`src/rtl/weight_loader.sv`:
```
// Weight tile sequencer: streams one MATRIX_WIDTH x MATRIX_WIDTH byte tile from the
// weight buffer into the MMU preload port, zero-filling unused rows, then fires activation.
module weight_loader #(
    parameter int MATRIX_WIDTH   = 14,
    parameter int BUF_ADDR_WIDTH = 16
) (
    input  logic                        clk,
    input  logic                        rst,
    input  logic                        start,
    input  logic [BUF_ADDR_WIDTH-1:0]   base_addr,
    input  logic [7:0]                  row_count,
    input  logic                        signed_in,
    input  logic                        auto_activate,
    input  logic                        activate_req,
    output logic                        busy,
    output logic                        done,
    output logic                        buf_en,
    output logic [BUF_ADDR_WIDTH-1:0]   buf_addr,
    input  logic [8*MATRIX_WIDTH-1:0]   buf_rdata,
    output logic [8*MATRIX_WIDTH-1:0]   weight_data,
    output logic                        weight_signed,
    output logic                        load_weight,
    output logic [7:0]                  weight_addr,
    output logic                        activate_weight
);

    localparam int         DW  = 8 * MATRIX_WIDTH;
    localparam logic [7:0] MW8 = 8'(MATRIX_WIDTH);

    typedef enum logic [2:0] {
        IDLE,
        LOAD,
        DRAIN,
        WAIT_ACT,
        ACTIVATE
    } state_t;

    state_t                     state_reg, state_next;
    logic [7:0]                 row_reg, row_next;
    logic                       drain_reg, drain_next;
    logic                       accept;

    logic [BUF_ADDR_WIDTH-1:0]  base_reg;
    logic [7:0]                 rc_reg;
    logic                       auto_reg;

    logic [BUF_ADDR_WIDTH-1:0]  cmd_base;
    logic [7:0]                 cmd_rc;
    logic [7:0]                 clamped_rc;
    logic                       issue_valid;
    logic                       issue_zero;
    logic                       issue_en;

    // Two-stage pipeline aligning row metadata with the one-cycle buffer read latency.
    logic                       s1_valid_reg, s1_zero_reg;
    logic [7:0]                 s1_row_reg;
    logic                       s2_valid_reg, s2_zero_reg;
    logic [7:0]                 s2_row_reg;

    logic                       busy_reg;
    logic                       done_reg;
    logic                       activate_reg;
    logic                       buf_en_reg;
    logic [BUF_ADDR_WIDTH-1:0]  buf_addr_reg;
    logic [DW-1:0]              weight_data_reg;
    logic                       weight_signed_reg;
    logic                       load_weight_reg;
    logic [7:0]                 weight_addr_reg;

    logic                       row_keep;
    logic [DW-1:0]              row_masked;

    assign clamped_rc = (row_count > MW8) ? MW8 : row_count;

    always_comb begin
        state_next = state_reg;
        row_next   = row_reg;
        drain_next = drain_reg;
        accept     = 1'b0;
        case (state_reg)
            IDLE: begin
                if (start) begin
                    accept     = 1'b1;
                    state_next = LOAD;
                    row_next   = 8'd0;
                end
            end
            LOAD: begin
                if (row_reg == MW8 - 8'd1) begin
                    state_next = DRAIN;
                    row_next   = 8'd0;
                    drain_next = 1'b0;
                end else begin
                    row_next = row_reg + 8'd1;
                end
            end
            DRAIN: begin
                if (drain_reg) begin
                    state_next = auto_reg ? ACTIVATE : WAIT_ACT;
                    drain_next = 1'b0;
                end else begin
                    drain_next = 1'b1;
                end
            end
            WAIT_ACT: begin
                if (activate_req) begin
                    state_next = ACTIVATE;
                end
            end
            ACTIVATE: begin
                state_next = IDLE;
            end
            default: begin
                state_next = IDLE;
            end
        endcase
    end

    // On the accepting edge the latched command is not yet visible, so use the inputs directly.
    always_comb begin
        cmd_base    = accept ? base_addr : base_reg;
        cmd_rc      = accept ? clamped_rc : rc_reg;
        issue_valid = (state_next == LOAD);
        issue_zero  = (row_next >= cmd_rc);
        issue_en    = issue_valid && !issue_zero;
    end

    assign row_keep = s2_valid_reg && !s2_zero_reg;

    generate
        for (genvar gi = 0; gi < MATRIX_WIDTH; gi++) begin : g_byte_mask
            assign row_masked[gi*8 +: 8] = row_keep ? buf_rdata[gi*8 +: 8] : 8'h00;
        end
    endgenerate

    always_ff @(posedge clk) begin
        if (rst) begin
            state_reg         <= IDLE;
            row_reg           <= 8'd0;
            drain_reg         <= 1'b0;
            base_reg          <= '0;
            rc_reg            <= 8'd0;
            auto_reg          <= 1'b0;
            s1_valid_reg      <= 1'b0;
            s1_zero_reg       <= 1'b0;
            s1_row_reg        <= 8'd0;
            s2_valid_reg      <= 1'b0;
            s2_zero_reg       <= 1'b0;
            s2_row_reg        <= 8'd0;
            busy_reg          <= 1'b0;
            done_reg          <= 1'b0;
            activate_reg      <= 1'b0;
            buf_en_reg        <= 1'b0;
            buf_addr_reg      <= '0;
            weight_data_reg   <= '0;
            weight_signed_reg <= 1'b0;
            load_weight_reg   <= 1'b0;
            weight_addr_reg   <= 8'd0;
        end else begin
            state_reg <= state_next;
            row_reg   <= row_next;
            drain_reg <= drain_next;

            if (accept) begin
                base_reg          <= base_addr;
                rc_reg            <= clamped_rc;
                auto_reg          <= auto_activate;
                weight_signed_reg <= signed_in;
            end

            busy_reg     <= (state_next != IDLE);
            done_reg     <= (state_next == ACTIVATE);
            activate_reg <= (state_next == ACTIVATE);

            buf_en_reg   <= issue_en;
            buf_addr_reg <= issue_en ? (cmd_base + BUF_ADDR_WIDTH'(row_next)) : '0;

            s1_valid_reg <= issue_valid;
            s1_zero_reg  <= issue_zero;
            s1_row_reg   <= issue_valid ? row_next : 8'd0;
            s2_valid_reg <= s1_valid_reg;
            s2_zero_reg  <= s1_zero_reg;
            s2_row_reg   <= s1_row_reg;

            load_weight_reg <= s2_valid_reg;
            weight_addr_reg <= s2_valid_reg ? s2_row_reg : 8'd0;
            weight_data_reg <= row_masked;
        end
    end

    assign busy            = busy_reg;
    assign done            = done_reg;
    assign activate_weight = activate_reg;
    assign buf_en          = buf_en_reg;
    assign buf_addr        = buf_addr_reg;
    assign weight_data     = weight_data_reg;
    assign weight_signed   = weight_signed_reg;
    assign load_weight     = load_weight_reg;
    assign weight_addr     = weight_addr_reg;

endmodule

```
`config.mk`:
```
export PLATFORM = sky130hd
export DESIGN_NAME = weight_loader
export DESIGN_NICKNAME = d
export VERILOG_FILES = /design/src/rtl/weight_loader.sv
export SDC_FILE = /design/constraint.sdc
export NUM_CORES = 1
export LEC_CHECK = 0
export CAP_MARGIN = 20
export CORE_ASPECT_RATIO = 0.7
export CORE_UTILIZATION = 40
export CTS_BUF_LIST = sky130_fd_sc_hd__clkbuf_16
export DETAILED_ROUTE_END_ITERATION = 16
export GPL_TIMING_DRIVEN = 0
export HOLD_SLACK_MARGIN = 0.03
export PLACE_DENSITY = 0.87
export REMOVE_ABC_BUFFERS = 1
export SYNTH_ARGS = -nofsm -noshare
export SYNTH_HDL_FRONTEND = slang
export SYNTH_SLANG_ARGS = --single-unit
```
`constraint.sdc`:
```
create_clock -name clk -period 4.2 [get_ports clk]
set_input_delay 1.26 -clock clk [delete_from_list [all_inputs] [get_ports clk]]
set_output_delay 1.26 -clock clk [all_outputs]
set_load 0.05 [all_outputs]
```
==> results by stage <==
Critical path:
- In this run the critical register-to-register path is launched from row_reg[4].
- The worst setup path is launched from an input pin.
- The worst setup path is captured at a register.
- The largest fanout of any net on the critical path is 11.
- For the worst flop-to-flop path, the logic depth is 13.
- The endpoint of the lowest-slack register-to-register path is buf_addr[7].
- The setup slack of the most critical reg-to-reg path is 0.45 ns.
- STA puts the critical path data arrival time at about 4.4 ns.
- For the worst setup path, the data required time is 4.53 ns.
- The critical setup path kind is input pin to register.

Floorplan:
- The site row count is 39.
- The number of primary I/O pins is 284.
- In this run the vertical extent of the chip is about 110 µm.
- The core region is 0.0163 mm².
- The die extent in x is around 160 µm.
- For this configuration, the core starts out at a cell density of 41.0%.
- The area enclosed by the die boundary is 0.0173 mm².

Placed design:
- The number of I/O port buffers is between 200 and 300.
- The congestion estimate from routability-driven global placement came to roughly 0.9.
- After detailed placement, the design holds a cell count of about 1100.
- The HPWL after detailed placement is about 13 mm.

Worst hold path:
- The critical hold path startpoint is s2_row_reg[2].
- Counting instances, the worst hold path has a depth of 1.
- The worst hold path belongs to the class register to register.
- For hold timing, the worst endpoint is weight_addr[2].

Timing:
- Setup violations remaining at the end of the flow were counted as 0.
- The maximum clock rate is around 250 MHz.
- The actual transition at the worst max-transition pin is slightly below 1 ns.
- The count of final hold-check violations was 0.
- The final max-slew violation count is 0.
- The clock period minus worst slack is about 4.0 ns.
- Setup repair after global routing left no endpoint under its margin.
- Of the available clock period, the critical path in the final layout requires a little over nine tenths.
- On the final layout, the worst clock skew is roughly 0.017 ns.
- The worst slew margin relative to its limit is a little over a third.

Clock network:
- The latest clock arrival within the worst-skew pair is about 0.43 ns.
- The number of sinks driven by the clock tree is slightly below 200.
- The clock transition at the registers of the reported paths is ~0.07 ns.
- The root buffer cell is sky130_fd_sc_hd__clkbuf_16.
- Buffers inserted during clock tree synthesis total 17.
- The H-tree was split into 4 levels.
- The maximum clock path buffer count is 2.
- TritonCTS built the clock tree.

Global routing:
- Entering global routing, the biggest net connects slightly below 60 pins.
- Global routing used about a fifth of the available tracks.
- The total congestion overflow after global routing is 0.
- The number of antenna violations at the first check in global routing is 1.
- The first global-routing pass estimated 26.3 mm of wire.
- The number of global-route vias before repair is between 5000 and 6000.

Drt:
- The detailed router finished its first iteration with 332 violations.
- For this run, design rule violations remaining after detail routing come to 0.
- In the final routed layout, each cell accounts on average for roughly 16 µm.
- The first detailed-routing pass ran for 4 iterations.
- The count of nets left with antenna violations after detail routing is 0.
- The routed layout has between 5000 and 6000 vias.
- The final layout contains routed wiring with a total length of about 18 mm.
- The number of vias per cell is about 4.7.

Yosys:
- The most common cell in the synthesized netlist is sky130_fd_sc_hd__dfxtp_1.
- The share of the yosys chip area belonging to registers is between 50% and 60%.
- By area the synthesized netlist is led by sky130_fd_sc_hd__dfxtp_1 59%, sky130_fd_sc_hd__and2_1 11%, sky130_fd_sc_hd__ha_1 3.4%, sky130_fd_sc_hd__nor2_1 2.9%, sky130_fd_sc_hd__nand2_1 2.5%.
- The top-area cell type share of the netlist area is between 50% and 60%.
- The count of flip-flops with a built-in enable after synthesis is 0.
- The synthesized area per cell is ~10 µm².
- Counting instances in the post-synthesis netlist gives the leading cell types as 198 x sky130_fd_sc_hd__dfxtp_1, 123 x sky130_fd_sc_hd__and2_1, 52 x sky130_fd_sc_hd__nor2_1.
- After synthesis, the share of flip-flops with an asynchronous set or reset is 0%.
- Synthesis handed over a netlist of around 650 instances.
- The most used flip-flop cell after synthesis is sky130_fd_sc_hd__dfxtp_1.
- The summed instance area of the synthesized netlist is about 0.0067 mm².
- The yosys synthesis warning count is 0.
- The number of unique standard cell types used by synthesis is 50.
- The number of register bits inferred by synthesis is slightly below 200.
- The biggest area contributor in the post-synthesis netlist is sky130_fd_sc_hd__dfxtp_1.

Power and ir drop:
- The leakage power summed over all cells is around 4.2 nW.
- VDD sags by at most around 0.00027 V.
- Power spread over the standard cell area amounts to slightly below 400 mW/mm².
- The total power is 4.09 mW.

Layout:
- The flip-flop count of the largest register, all copies and words added is between 100 and 150.
- The count of nets after finishing is approximately 1100.
- The non-filler instance count after layout is roughly 1200.
- The area growth from synthesis to layout is 54.9%.
- The fraction of layout instances using a drive strength above 1 is 5.76%.

Flow run:
- The reported max-cap violation count is 0.

Outcome:
- The flow ran to the end, and the final reports show no timing, DRC or antenna violations.
==> report_power, final <==
part | internal (mW) | switching (mW) | total (mW)
combinational | 0.243 | 0.276 | 0.520
sequential | 1.93 | 0.0207 | 1.95
clock | 0.884 | 0.733 | 1.62
==> layout make-up <==
type | instances | area [µm²]
sequential | 198 | 3960
fill | 1297 | 5960
clock inverter | 14 | 149
tap | 225 | 282
timing repair buffer | 289 | 2900
inverter | 13 | 48.8
multi-input combinational | 406 | 2620
clock buffer | 17 | 425
antenna | 1 | 2.50
==> cells by family after synthesis <==
| logic type | share of synthesized area [%] |
|---|---|
| compound gates | 7.54 |
| xor+xnor | 1.44 |
| fa+ha+maj | 3.36 |
| buf+inv | 2.93 |
| flops | 59.1 |
| mux | 2.37 |
| simple gates | 23.3 |
==> metrics by stage <==
| step | TNS, ns | setup WS, ns | hold slack, ns | instance area, µm² | util (%) |
|---|---|---|---|---|---|
| after floorplan | -6.53 | -0.0583 | 0.406 | 6560 | - |
| after global placement | -472.48 | -4.14 | 0.416 | 9670 | 59.2 |
| after detailed placement | -24.05 | -1.75 | 0.414 | 9720 | 59.4 |
| after CTS | 0 | 0.0643 | 0.432 | 10300 | 63.3 |
| after global routing | 0 | 0.0202 | 0.445 | 10400 | 63.5 |
| final | 0 | 0.181 | 0.426 | 10400 | 63.6 |
==> cell usage in the layout (no fill, tap or decap), types with 2 or more instances in the layout <==
master	Yosys	routed
sky130_fd_sc_hd__nand3b_1	5	5
sky130_fd_sc_hd__bufinv_16	0	2
sky130_fd_sc_hd__o21ai_0	7	7
sky130_fd_sc_hd__nand3_1	12	12
sky130_fd_sc_hd__inv_1	12	14
sky130_fd_sc_hd__xnor2_1	8	8
sky130_fd_sc_hd__a211o_1	2	2
sky130_fd_sc_hd__nor2_1	52	52
sky130_fd_sc_hd__o21ai_1	5	5
sky130_fd_sc_hd__o31a_1	3	3
sky130_fd_sc_hd__clkinv_4	0	2
sky130_fd_sc_hd__o2bb2ai_1	2	2
sky130_fd_sc_hd__nor4b_1	2	2
sky130_fd_sc_hd__mux2i_1	13	12
sky130_fd_sc_hd__dfxtp_1	198	198
sky130_fd_sc_hd__clkdlybuf4s50_1	0	282
sky130_fd_sc_hd__a31oi_1	7	5
sky130_fd_sc_hd__a21oi_2	0	2
sky130_fd_sc_hd__nand2b_1	4	4
sky130_fd_sc_hd__nor2b_1	17	16
sky130_fd_sc_hd__o21a_1	3	3
sky130_fd_sc_hd__ha_1	18	18
sky130_fd_sc_hd__nor3_1	6	5
sky130_fd_sc_hd__buf_4	2	4
sky130_fd_sc_hd__a21o_1	8	8
sky130_fd_sc_hd__and3_1	6	6
sky130_fd_sc_hd__o211ai_1	5	5
sky130_fd_sc_hd__and2_1	123	123
sky130_fd_sc_hd__inv_6	0	5
sky130_fd_sc_hd__nand2_2	0	2
sky130_fd_sc_hd__a21oi_1	24	22
sky130_fd_sc_hd__buf_12	0	2
sky130_fd_sc_hd__clkbuf_16	0	17
sky130_fd_sc_hd__nor3b_1	3	3
sky130_fd_sc_hd__o22ai_1	4	4
sky130_fd_sc_hd__nand2_1	45	43
sky130_fd_sc_hd__xor2_1	3	3
sky130_fd_sc_hd__nor4_1	2	2
==> per-layer routing <==
layer	up-vias	wire length [µm]	global-route usage (%)
met2	201	8830	32.6
met1	2516	7840	25.0
met5	-	0	0
li1	2680	-	-
met3	19	1300	6.96
met4	0	198	7.63
==> worst max-delay path by stage <==
stage | start | to | slack (ns) | depth (start not counted)
finish | start | buf_addr[7] | 0.18 | 13
global route | start | buf_addr[7] | 0.02 | 13
CTS | start | buf_addr[14] | 0.06 | 13
detailed placement | start | buf_addr[7] | -1.75 | 11
global placement | rst | weight_data[100] | -4.14 | 4
floorplan | rst | weight_data[0] | -0.06 | 3
==> timing repair <==
item | in CTS | in global routing
hold buffers | 0 | 0
gates resized for setup | 7 | 7
endpoints found under the setup margin | 18 | 11
buffers inserted | 3 | 1
pin swaps | 1 | 1
==> critical path, stage by stage <==
cell	delay, ns
sky130_fd_sc_hd__clkdlybuf4s50_1	0.57
sky130_fd_sc_hd__nor2_1	0.09
sky130_fd_sc_hd__or3_4	0.39
sky130_fd_sc_hd__o21ai_0	0.18
sky130_fd_sc_hd__o31a_1	0.23
sky130_fd_sc_hd__inv_1	0.10
sky130_fd_sc_hd__ha_1	0.30
sky130_fd_sc_hd__a21o_1	0.18
sky130_fd_sc_hd__a21oi_1	0.12
sky130_fd_sc_hd__o21ai_0	0.19
sky130_fd_sc_hd__a31oi_4	0.24
sky130_fd_sc_hd__nand2_2	0.20
sky130_fd_sc_hd__nor3_2	0.29
No activity file was read; power rests on OpenSTA's default activity.
